### src/rtl/out_pack.sv
// Packs PACK_N consecutive DATA_W-bit samples LSB-first into one registered output word.
// Optional even parity on o_data is enabled by defining OUT_PACK_PARITY_EN.
module out_pack #(
  parameter int unsigned DATA_W = 5,
  parameter int unsigned PACK_N = 4,
  parameter int unsigned CNT_W  = $clog2(PACK_N) + 1
) (
  input  logic                     clk,
  input  logic                     rst_b,
  input  logic                     i_vld,
  input  logic [DATA_W-1:0]        i_data,
  output logic                     o_rdy,
  input  logic                     i_flush,
  output logic                     o_vld,
  output logic [DATA_W*PACK_N-1:0] o_data,
  output logic [CNT_W-1:0]         o_cnt,
  output logic                     o_par,
  input  logic                     i_rdy
);

  localparam int unsigned WordW = DATA_W * PACK_N;

  localparam logic StFill = 1'b0;
  localparam logic StFull = 1'b1;

  logic             state_q;
  logic [CNT_W-1:0] fill_q;
  logic [WordW-1:0] asm_q;
  logic [WordW-1:0] data_q;
  logic [CNT_W-1:0] cnt_q;

  logic             accept;
  logic             flush_act;
  logic             complete;
  logic [WordW-1:0] asm_w;
  logic [CNT_W-1:0] cnt_w;

  assign o_vld  = (state_q == StFull);
  assign o_rdy  = rst_b & (~o_vld | i_rdy);
  assign o_data = data_q;
  assign o_cnt  = cnt_q;

  assign accept    = i_vld & o_rdy;
  assign flush_act = i_flush & o_rdy;

  // Assembly word including the sample accepted this cycle, if any.
  always_comb begin
    asm_w = asm_q;
    for (int k = 0; k < PACK_N; k++) begin
      if (accept && (fill_q == CNT_W'(k))) begin
        asm_w[k*DATA_W +: DATA_W] = i_data;
      end
    end
    cnt_w    = fill_q + CNT_W'(accept);
    complete = (accept && (fill_q == CNT_W'(PACK_N - 1))) ||
               (flush_act && (cnt_w != '0));
  end

  always_ff @(posedge clk) begin
    if (!rst_b) begin
      state_q <= StFill;
      fill_q  <= '0;
      asm_q   <= '0;
      data_q  <= '0;
      cnt_q   <= '0;
    end else if (complete) begin
      state_q <= StFull;
      data_q  <= asm_w;
      cnt_q   <= cnt_w;
      asm_q   <= '0;
      fill_q  <= '0;
    end else begin
      // While stalled in FULL no sample is accepted, so the assembly state is unchanged.
      asm_q  <= asm_w;
      fill_q <= cnt_w;
      if (i_rdy) begin
        state_q <= StFill;
      end
    end
  end

`ifdef OUT_PACK_PARITY_EN
  logic par_q;

  always_ff @(posedge clk) begin
    if (!rst_b) begin
      par_q <= 1'b0;
    end else if (complete) begin
      par_q <= ^asm_w;
    end
  end

  assign o_par = par_q;
`else
  assign o_par = 1'b0;
`endif

endmodule

### config.mk
export PLATFORM = sky130hd
export DESIGN_NAME = out_pack
export DESIGN_NICKNAME = d
export VERILOG_FILES = /design/src/rtl/out_pack.sv
export SDC_FILE = /design/constraint.sdc
export NUM_CORES = 1
export LEC_CHECK = 0
export CORE_ASPECT_RATIO = 0.8
export CORE_MARGIN = 2
export CORE_UTILIZATION = 36
export CTS_BUF_LIST = sky130_fd_sc_hd__clkbuf_8
export CTS_CLUSTER_SIZE = 28
export DETAILED_ROUTE_END_ITERATION = 8
export HOLD_SLACK_MARGIN = 0.1
export SKIP_CTS_REPAIR_TIMING = 1
export SYNTH_ARGS = -nofsm -noshare
export SYNTH_HDL_FRONTEND = slang
export SYNTH_SLANG_ARGS = --single-unit
### constraint.sdc
create_clock -name clk -period 6.5 [get_ports clk]
set_input_delay 0.65 -clock clk [delete_from_list [all_inputs] [get_ports clk]]
set_output_delay 0.65 -clock clk [all_outputs]
set_load 0.005 [all_outputs]
Yosys cells after proc, flatten, opt, wreduce, memory -nomap -nowiden --
Index checks and enable logic that the tools add are counted.
Storage, ports and cells: bits in registers 47, bits of input ports 10, output and inout bits 26, logic and storage cells 31
Cells by class: $add $sub $neg 1, equality and inequality tests 3, multiplexer cells 6, bitwise logic cells 6, reductions and logical operators 10
Operators by type and width (count):
- two-way mux 5 bit | 4
- equality test 3 x 2 -> 1 bit (second input constant) | 2
- logical AND 1 bit | 5
- adder 3 x 1 -> 3 bit | 1
- bitwise AND 1 bit | 3
- equality test 3 x 1 -> 1 bit (second input constant) | 1
- logical NOT 3 bit | 1
- nonzero test 3 bit | 1
- two-way mux 1 bit | 2
- NOT 1 bit | 2
- nonzero test 2 bit | 1
- OR reduction 2 bit | 1
- logical OR 1 bit | 1
- OR 1 bit | 1

Logic depth before layout (Yosys ltp) --
Gate-level depths: netlist of the first run.
word-level depth 9, depth in mapped cells 10, gate-level depth less buffers 8

Worst setup path after synthesis of the first run --
Ideal clock, no wire load.
path type input -> register, start in rst_b, end reg data_q[0] (netlist: o_data[0]), setup time 0.072 ns, data arrival time 2.406 ns, required time 6.428 ns, path slack 4.022 ns, stages 10, buffers on the path 3, cell sequence buf_2 > buf_2 > and3_1 > ha_1 > ha_1 > xnor2_1 > and3_4 > o21ai_4 > buf_12 > mux2i_1
On the way: longest elaborated chain between the ends 6, elaborated cells between the ends (all ways) 10, those cells by class 1 x add/sub; 1 x mux; 3 x bitwise; 5 x reduce/logical
RTL lines:
- start, declared | RTL line 9 | input logic rst_b,
- bitwise AND 1 bit | RTL line 39 | assign o_rdy = rst_b & (~o_vld | i_rdy);
- bitwise AND 1 bit | RTL line 43 | assign accept = i_vld & o_rdy;
- adder 3 x 1 -> 3 bit | RTL line 54 | cnt_w = fill_q + CNT_W'(accept);
- nonzero test 3 bit | RTL line 56 | (flush_act && (cnt_w != '0));
- logical AND 1 bit | RTL line 56
- logical OR 1 bit | RTL line 55 | complete = (accept && (fill_q == CNT_W'(PACK_N - 1))) ||
- end signal, assigned | RTL line 68 | data_q <= asm_w;
- end, declared | RTL line 29 | logic [WordW-1:0] data_q;
Several ways; a longest one is shown, not always the timed one. A chain may end at the register's enable or synchronous reset.

Worst setup path after layout of the first run --
start in rst_b, end reg data_q[15] (netlist: o_data[15])
Same word-level chain as after synthesis.

==> flow_metrics.py, run 1 <==
metrics = {
    "clock_tree": {
        "cts_tree": "done",
        "cts_root_buf": "clkbuf_8",
        "clockBufferDepth": 2,
        "cts.sinks": 47,
        "clkLatencyLatePin_ps": 290,
        "htree_num_levels": 2,
        "cts_made_buffers": 5,
        "path_clk_slew_ps": 80,
    },
    "timing": {
        "fmax_mhz": 267,
        "fin_worst_skew_ps": 4.47,
        "final-hold-violation-count": 0,
        "tightest_slew_ps": 1140,
        "slew_violations": 0,
        "period_minus_slack_ps": 3750,
        "slew_headroom_pct": 23.8,
        "finalSetupViolCount": 0,
        "rsz0062_at_grt": "no",
        "fin_crit_sh_pct": 57.6,
        "tns_ps": 0,
    },
    "cells_and_area": {
        "drive_gt1_share_pct": 4.52,
        "final.fill_count": 473,
        "nNetsFinal": 212,
        "antennaDiodeCount": 0,
        "area_growth_pct": 22.7,
        "stdcell_area_um2": 2220,
    },
    "route": {
        "wire_per_inst_um": 13.7,
        "drtPass1Iterations": 4,
        "via_per_inst": 4.87,
        "vias": 1270,
        "drc": 0,
        "wl_um": 3580,
        "postRouteAntennaNets": 0,
        "initialDrtViolationCount": 52,
    },
    "placed_design": {
        "place_congestion": 0.786,
        "dpl.hpwl_um": 2440,
        "placed_area_um2": 2140,
        "io_buffer_count": 34,
    },
    "power_and_ir_drop": {
        "finalPower_uw": 503,
        "vdd.ir_drop.worst_mv": 0.117,
        "powerDensity_nw_per_um2": 227,
        "p_leak_uw": 0.000912,
    },
    "global_routing": {
        "grt_pass1_vias": 1218,
        "grt_usage_pct": 13.8,
        "antenna_found_initial": 0,
        "grt_overflow": 0,
        "grt_max_degree": 33,
        "grt_pass1_wl_um": 5970,
    },
    "synthesis": {
        "synth-seq-area-share_pct": 52.1,
        "syn_nets": 181,
        "ys_seq_elements": 47,
        "synthesis.area_um2": 1810,
        "syn_inst": 169,
        "ys_types": 25,
        "syn_area_per_cell_um2": 10.7,
        "ys_warn_count": 0,
    },
    "floorplanning": {
        "die_w_um": 83.2,
        "core-area_um2": 4920,
        "ios": 36,
        "start_util_pct": 36.7,
        "core.rowCount": 23,
        "die-area_um2": 5600,
        "die_h_um": 67.3,
    },
    "worst_hold_path": {
        "min_path_type": "register to register",
    },
    "critical_path": {
        "worstPathArrival_ps": 3950,
        "critPathKind": "input port to register",
        "rrSetupSlack_ps": 3810,
        "cp-end-kind": "register",
        "crit_path_start_kind": "input port",
        "cp.required_ps": 6710,
        "cp_max_fo": 32,
    },
    "run_status": {
        "status": "finished, final reports clean",
    },
    "run": {
        "maxCapViolCount": 0,
    },
}
[final timing paths]
path,from,end,cells past startpoint
setup reg to reg,o_vld,o_data[15],8
hold / removal,o_cnt[1],o_cnt[1],2
setup / recovery,rst_b,o_data[15],8
hold reg to reg,o_cnt[1],o_cnt[1],2
[cells in the final DEF (no fill, tap or decap), types with 2 or more instances in the layout]
master / Yosys / layout
and2_1: 2 / 2
clkbuf_8: 0 / 5
clkdlybuf4s50_1: 0 / 34
dfxtp_1: 47 / 47
ha_1: 2 / 2
inv_1: 2 / 3
mux2i_1: 43 / 43
nand2_1: 23 / 23
nand4_1: 3 / 3
nor2_1: 23 / 23
nor3b_1: 2 / 2
[flip-flops by register name, summed over array words and instances, names as in the netlist]
name and flops:
o_data 20, o_cnt 3, o_vld 1, asm_q 20
fill_q 3
[worst max-delay path, stage by stage]
cell	delay, ps
clkdlybuf4s50_1	1010
and3_1	460
ha_1	180
ha_1	190
xnor2_1	150
and3_4	220
o21ai_4	780
mux2i_1	300
[per-stage QoR]
step	util [%]	worst slack, ps	hold WS, ps	std cells
floorplan	-	4020	451	169
global placement	43.6	2530	447	255
detailed placement	43.6	2460	449	255
CTS	45.0	2750	463	261
global route	45.0	2490	480	261
finish	45.0	2750	462	261
[Yosys cell counts, drive strengths merged]
| cell | count | area share [%] |
|---|---|---|
| dfxtp | 47 | 52 |
| mux2i | 43 | 24 |
| nand2 | 23 | 4.8 |
| nor2 | 23 | 4.8 |
| buf | 8 | 4.0 |
| nand4 | 3 | 1.0 |
| and2 | 2 | 0.69 |
| and3 | 2 | 0.97 |
| clkbuf | 2 | 0.42 |
| ha | 2 | 1.4 |
| inv | 2 | 0.42 |
| nand3 | 2 | 0.83 |
| nor3b | 2 | 0.83 |
| o211ai | 2 | 1.1 |
| and4b | 1 | 0.55 |
| conb | 1 | 0.21 |
| nand2b | 1 | 0.35 |
| nor3 | 1 | 0.28 |
| o21ai | 1 | 0.90 |
| xnor2 | 1 | 0.49 |
[power by group]
part / internal (µW) / total, µW / switching [µW]
logic: 23.2 / 49.0 / 25.9
registers: 293 / 296 / 2.95
clock network: 70.2 / 158 / 87.8
[cells by family (layout without fill, tap and decap cells)]
group | Yosys count | in the layout | share of synthesized area (%)
compound gates | 3 | 3 | 2.01
other cells | 1 | 1 | 0.208
flops | 47 | 47 | 52.1
buf+inv | 12 | 42 | 4.85
simple gates | 60 | 60 | 15.1
mux | 43 | 43 | 23.8
fa+ha+maj | 2 | 2 | 1.39
xor+xnor | 1 | 1 | 0.485
[per-layer routing]
layer | wire, µm | vias to the layer above | GRT usage (%) | part of all wire (%)
li1 | - | 626 | - | -
met1 | 1690 | 604 | 16.5 | 47
met2 | 1650 | 34 | 21.9 | 46
met3 | 183 | 6 | 4.77 | 5.1
met4 | 70 | 0 | 8.61 | 2.0
met5 | 0 | - | 0 | 0
[final cells by class]
type / instances / area [µm²] / share of cell area [%]
Inverter: 2 / 7.51 / 0.339
Clock inverter: 1 / 3.75 / 0.169
Clock buffer: 5 / 68.8 / 3.11
Multi-Input combinational cell: 110 / 777 / 35.1
Sequential cell: 47 / 941 / 42.5
Timing Repair Buffer: 34 / 340 / 15.4
Tap cell: 62 / 77.6 / 3.50
No activity file was read; power rests on OpenSTA's default activity.
==> run 2, diff against run 1 <==
==> constraint.sdc (replaced) <==
create_clock -name clk -period 3.4 [get_ports clk]
set_input_delay 0.34 -clock clk [delete_from_list [all_inputs] [get_ports clk]]
set_output_delay 0.34 -clock clk [all_outputs]
set_load 0.005 [all_outputs]
==> flow_metrics.py, run 2 (synthesis gave the netlist of run 1 again) <==
metrics = {
    "cells_and_area": {
        "area_growth_pct": 25.2,
        "regArea_um2": 941,
        "final_common_cell": "dfxtp_1",
        "drive_gt1_share_pct": 6.37,
        "multi_input_area_um2": 777,
        "nNetsFinal": 215,
        "final.fill_count": 478,
        "final_cell_mix": "47 x dfxtp_1, 43 x mux2i_1, 34 x clkdlybuf4s50_1",
        "final_util_pct": 45.9,
        "antennaDiodeCount": 0,
        "stdcell_area_um2": 2260,
    },
    "clock_tree": {
        "cts_made_buffers": 5,
        "clockBufferDepth": 2,
        "cts_root_buf": "clkbuf_8",
        "path_clk_slew_ps": 80,
        "cts.sinks": 47,
        "cts_tree": "done",
        "clkLatencyLatePin_ps": 300,
        "htree_num_levels": 2,
    },
    "worst_hold_path": {
        "hp-start": "o_data[9]",
        "min_to": "o_data[9]",
        "min_path_type": "register to register",
        "hold_depth": 2,
    },
    "critical_path": {
        "worstPathArrival_ps": 2740,
        "worst_r2r_startpoint": "o_vld",
        "cp.required_ps": 3620,
        "r2r_cells": 9,
        "cp_max_fo": 18,
        "cp-end-kind": "register",
        "rrSetupSlack_ps": 1070,
        "critPathKind": "input port to register",
        "r2r-end": "o_data[15]",
        "crit_path_start_kind": "input port",
    },
    "timing": {
        "timing.hold.ws_ps": 457,
        "slew_violations": 0,
        "rsz0062_at_grt": "no",
        "period_minus_slack_ps": 2530,
        "tns_ps": 0,
        "finalSetupViolCount": 0,
        "fin_worst_skew_ps": 4.99,
        "final-hold-violation-count": 0,
        "fmax_mhz": 396,
        "fin_crit_sh_pct": 74.3,
    },
    "global_routing": {
        "grt_pass1_vias": 1258,
        "grt_pass1_wl_um": 5900,
        "antenna_found_initial": 0,
        "grt_max_degree": 32,
        "grt_usage_pct": 13.7,
        "grt_overflow": 0,
    },
    "route": {
        "met2_length_um": 1600,
        "via_per_inst": 4.65,
        "wl_met1_um": 1690,
        "highest_layer": "met4",
        "vias": 1236,
        "drtPass1Iterations": 4,
        "initialDrtViolationCount": 27,
        "postRouteAntennaNets": 0,
        "drc": 0,
        "wl_met3_um": 171,
        "wl_um": 3490,
        "wire_per_inst_um": 13.1,
    },
    "run_status": {
        "status": "finished, final reports clean",
    },
    "power_and_ir_drop": {
        "finalPower_uw": 980,
        "vdd.ir_drop.worst_mv": 0.248,
        "p_leak_uw": 0.000939,
        "powerDensity_nw_per_um2": 434,
    },
    "placed_design": {
        "placed_area_um2": 2180,
        "io_buffer_count": 34,
        "dpl.hpwl_um": 2490,
        "place_congestion": 0.770,
    },
    "floorplanning": {
        "core-area_um2": 4920,
        "start_util_pct": 36.7,
        "die_h_um": 67.3,
        "die-area_um2": 5600,
        "ios": 36,
        "core.rowCount": 23,
        "die_w_um": 83.2,
    },
    "run": {
        "maxCapViolCount": 0,
    },
}
## run 2: cell count changes in the layout (fill, tap and decap cells not counted)
cell and change:
clkinv_2 +1, buf_12 +1, buf_4 +2, inv_1 +1
## run 2: cell type report
| class | instances | area share (%) |
|---|---|---|
| Sequential cell | 47 | 41.6 |
| Tap cell | 62 | 3.43 |
| Multi-Input combinational cell | 110 | 34.4 |
| Timing Repair Buffer | 37 | 16.6 |
| Inverter | 2 | 0.332 |
| Clock buffer | 5 | 3.05 |
| Clock inverter | 3 | 0.554 |
## run 2: through the flow
| stage | std cells | worst slack, ps |
|---|---|---|
| after floorplan | 169 | 1230 |
| after global placement | 258 | 679 |
| after detailed placement | 258 | 542 |
| after CTS | 266 | 858 |
| after global routing | 266 | 713 |
| final | 266 | 873 |
## run 2: how the worst max path moves through the flow
stage / to / cells after the start / startpoint
floorplan: o_data[0] / 10 / rst_b
finish: o_data[15] / 10 / i_rdy
global route: o_data[15] / 10 / i_rdy
CTS: o_data[15] / 10 / i_rdy
global placement: o_data[18] / 10 / i_rdy
detailed placement: o_data[15] / 10 / i_rdy
## run 2: metal layers
layer | vias up | GRT usage, %
met4 | 0 | 3.69
met3 | 4 | 5.50
met5 | - | 0
li1 | 635 | -
met2 | 29 | 22.8
met1 | 568 | 16.6
## run 2: report_power, final
part	switching, µW	internal [µW]	total, µW	leakage (µW)
combinational	50.1	48.1	98.2	0.000509
clock	177	139	316	0.0000505
sequential	5.14	561	566	0.000380
total	233	748	980	0.000939
## run 2: critical path: stages
cell and delay (ps):
clkdlybuf4s50_1 400, nand2b_1 250, and3_1 250, ha_1 180
ha_1 180, xnor2_1 150, and3_4 220, o21ai_4 300
buf_12 230, mux2i_1 220
==> edit 1, RTL diff (flow settings as in run 1) <==
Build with the macro `OUT_PACK_PARITY_EN` defined.
--- a/src/rtl/out_pack.sv
+++ b/src/rtl/out_pack.sv
@@ -1,4 +1,6 @@
 // Packs PACK_N consecutive DATA_W-bit samples LSB-first into one registered output word.
 // Optional even parity on o_data is enabled by defining OUT_PACK_PARITY_EN.
+`define OUT_PACK_PARITY_EN
+
 module out_pack #(
   parameter int unsigned DATA_W = 5,
Function: changed (a bounded check fails within 4 cycles, from zero or initial values and one cycle with rst_b low).
==> edit 1 against run 1 <==
Core utilization fell by 0.73 points; highest routed layer unchanged; sequential cell count rose by 1; routed wire length is 25% higher; power rose by 29%; critical endpoint is now asm_q[9]$_SDFF_PP0_; design area up 26%; global-route usage about the same; register-to-register slack worse by 0.24 ns; synthesized area rose by 27%; setup slack better by 0.33 ns; count of clock-buffer cells in the layout rose by 1.
==> edit 1: results <==
group,metric,value,unit
critical_path,r2r_setup_slack,3.57,ns
synth,ys_seq_area_frac,0.418,
global_routing,grt_pass1_vias,1560,
critical_path,cpPeakStageDelay,0.58,ns
critical_path,startpoint,"i_rdy",
global_routing,grt_pass1_wl,7460,µm
synth,synth_cell_types,34,
pwr,power_frac_seq,0.489,
status,status,"completed",
synth,synth_xor_area_frac,0.147,
critical_path,reg2reg_to,"asm_q[9]$_SDFF_PP0_",
pwr,p_int,490,µW
route,routed_wl,4470,µm
critical_path,cp_max_fo,47,
final_layout,final_nets,260,
placement,postPlaceCellArea,0.00266,mm²
placement,place_hpwl,3030,µm
critical_path,worstPathArrival,3.58,ns
route,initialDrtViolationCount,56,
die,row_count,26,
sta,slew_headroom,0.501,
global_routing,grt_util_met2,0.208,
synth,synth_area_leaders,"dfxtp_1 42%, mux2i_1 10%, o211a_1 9.2%",
synth,syn-num-nets,232,
route,wl_met3,247,µm
global_routing,grt_max_degree,48,
global_routing,gr-usage-met3,0.0485,
synth,synth_mux_area_frac,0.114,
route,wl_met1,2350,µm
global_routing,grtUsageTotal,0.139,
critical_path,critPathTopFamily,"simple AND/OR/NAND/NOR gates",
global_routing,grt_util_met1,0.189,
synth,ys_top_cells_by_count,"48 x dfxtp_1, 28 x nand2_1, 28 x nor2_1",
placement,io_buffers,35,
critical_path,critPathCapture,"asm_q[9]$_SDFF_PP0_",
pwr,vdd_ir_drop_max,0.0889,mV
[edit 1: cell count changes after synthesis, sizes merged, moves of 3 or more]
cell / delta
o211a: +21
xnor3: +6
xnor2: +15
clkbuf: +3
mux2i: -18
a21boi: +3
buf: +3
nor2: +5
nand2: +5
xor2: +7
[edit 1: area by class of cell]
| type | instances | area [µm²] |
|---|---|---|
| clock inverters | 2 | 38.8 |
| inverters | 1 | 3.75 |
| well taps | 84 | 105 |
| flip-flops and latches | 48 | 961 |
| repair buffers | 37 | 365 |
| multi-input cells | 155 | 1220 |
| clock buffers | 6 | 82.6 |
| fillers | 624 | 3500 |
[edit 1: metrics by stage]
stage	util	worst slack [ns]	instances	hold slack, ns	total power (µW)
6_report	0.443	3.09	333	0.454	647
5_1_grt	0.443	2.80	333	0.498	680
4_1_cts	0.443	3.07	333	0.457	656
3_5_place_dp	0.424	2.76	325	0.445	427
3_3_place_gp	0.424	2.84	325	0.453	426
2_1_floorplan	-	4.00	220	0.447	392
==> edit 2, RTL diff (flow settings as in run 1) <==
Without the edit above. Put one more register stage on the output `o_cnt`, without a reset. The value now appears one clock later. The other outputs are not delayed to match.
--- a/src/rtl/out_pack.sv
+++ b/src/rtl/out_pack.sv
@@ -39,5 +39,7 @@
   assign o_rdy  = rst_b & (~o_vld | i_rdy);
   assign o_data = data_q;
-  assign o_cnt  = cnt_q;
+  always_ff @(posedge clk) begin
+    o_cnt <= cnt_q;
+  end
 
   assign accept    = i_vld & o_rdy;
Function: changed (a bounded check fails within 4 cycles, from zero or initial values and one cycle with rst_b low).
==> edit 2 against run 1 <==
Design area increased by 3.6%; setup slack gained 0.023 ns; die area grew 3.2%; sequential cell count rose by 3; power is 7.9% higher; maximum frequency rose by 0.61%; global-route usage is 0.81 points lower; routed wire length is 0.42% higher; sequential power is 6% higher; synthesized area increased by 3.3%; critical path type unchanged; largest cell class unchanged; highest routed layer unchanged.
==> edit 2: results <==
group,metric,value,unit
min_path,hold-path-cell-count,0,
run,maxCapViolations,0,
status,status,"completed",
clocking,cts.clk_slew.worst_paths,0.08,ns
synth,synth_area_leaders,"dfxtp_1 54%, mux2i_1 23%, nand2_1 4.6%",
synth,syn-num-nets,184,
min_path,min_from,"cnt_q[2]$_SDFFE_PN0P_",
global_routing,grtUsageTotal,0.130,
placement,place_ws,2.47,ns
global_routing,antenna_found_initial,0,
placement,place_hpwl,2520,µm
route,routed_wl,3600,µm
pwr,vdd_ir_drop_max,0.118,mV
sta,fin_skew,0.00382,ns
placement,gp_congestion,0.720,
pwr,p_switching,123,µW
final_layout,nFillCells,506,
critical_path,r2r_setup_slack,3.86,ns
global_routing,grt_pass1_wl,5750,µm
route,initialDrtViolationCount,53,
route,vias,1247,
min_path,hold_path_class,"reg2reg",
synth,ys_seq_area_frac,0.537,
critical_path,worstPathArrival,3.94,ns
placement,io_buffers,34,
synth,synth_edf_count,0,
final_layout,drive_above_1_share,0.0539,
synth,synth_cell_types,25,
synth,synth-seq-cells,50,
synth,synth_flop_cell,"dfxtp_1",
sta,tightest_slew,1.14,ns
clocking,numCtsBuffers,5,
critical_path,critPathTopFamily,"buffers and inverters",
final_layout,final_nets,215,
clocking,clk_latency,0.29,ns
synth,ys_top_cells_by_count,"50 x dfxtp_1, 43 x mux2i_1, 23 x nand2_1, 23 x nor2_1, 5 x buf_2",
clocking,cts_root_buffer,"clkbuf_8",
min_path,hold_end,"o_cnt[2]$_DFF_P_",
critical_path,reg2reg_to,"o_data[3]$_SDFFE_PN0P_",
clocking,cts_max_path_buffers,2,
pwr,leakage,0.000946,µW
critical_path,reg2reg_depth,8,
edit 2: changes by cell type in the layout (fill, tap and decap cells not counted):
| cell | before | now |
|---|---|---|
| clkbuf_8 | 5 | 6 |
| dfxtp_1 | 47 | 50 |
| clkinv_2 | 0 | 1 |
edit 2: layer usage:
| metal | track usage | wire [µm] | share of wire |
|---|---|---|---|
| met1 | 0.152 | 1660 | 0.46 |
| met2 | 0.229 | 1740 | 0.48 |
| met3 | 0.0362 | 157 | 0.044 |
| met4 | 0.0536 | 37 | 0.010 |
| met5 | 0 | 0 | 0 |
edit 2: power by group through the flow:
| stage | clock network (µW) | logic [µW] | registers, µW |
|---|---|---|---|
| global placement | 0 | 48.9 | 322 |
| global route | 199 | 53.6 | 316 |
| finish | 179 | 49.0 | 315 |
| floorplan | 0 | 34.9 | 322 |
| CTS | 185 | 49.9 | 315 |
| detailed placement | 0 | 49.7 | 323 |
edit 2: final cells by class:
| cell class | count | area [µm²] | share of cell area |
|---|---|---|---|
| tap | 62 | 77.6 | 0.0338 |
| clock buffer | 6 | 82.6 | 0.0360 |
| multi-input combinational | 110 | 777 | 0.339 |
| sequential | 50 | 1000 | 0.436 |
| timing repair buffer | 34 | 340 | 0.148 |
| clock inverter | 2 | 8.76 | 0.00382 |
| inverter | 2 | 7.51 | 0.00327 |
edit 2: how the worst max path moves through the flow:
stage           from                 endpoint  slack [ns]  depth (start not counted)
6_report       rst_b   o_data[3]$_SDFFE_PN0P_        2.78                          8
5_1_grt        rst_b  o_data[17]$_SDFFE_PN0P_        2.60                          8
4_1_cts        rst_b   o_data[6]$_SDFFE_PN0P_        2.78                          8
3_5_place_dp   rst_b   o_data[6]$_SDFFE_PN0P_        2.47                          8
3_3_place_gp   rst_b  o_data[17]$_SDFFE_PN0P_        2.54                          8
2_1_floorplan  rst_b   o_data[0]$_SDFFE_PN0P_        4.02                         10
edit 2: cells by family (layout without fill, tap and decap cells):
family,count (synthesis),after routing,share of synthesized area
adders and majority gates,2,2,0.0134
DFF,50,50,0.537
xor gates and xnor gates,1,1,0.00470
AOI/OAI and AO/OA,3,3,0.0195
other,1,1,0.00201
muxes,43,43,0.231
buffers and inverters,12,44,0.0470
and+or+nand+nor,60,60,0.146
edit 2: per-stage QoR:
step                instance area [µm²]  hold slack, ns  instances   util  total power, µW
global route                       2290           0.370        266  0.458              569
floorplan                          1870           0.331        172      -              357
finish                             2290           0.362        266  0.458              544
global placement                   2200           0.346        258  0.440              371
detailed placement                 2200           0.346        258  0.440              372
CTS                                2290           0.361        266  0.458              551
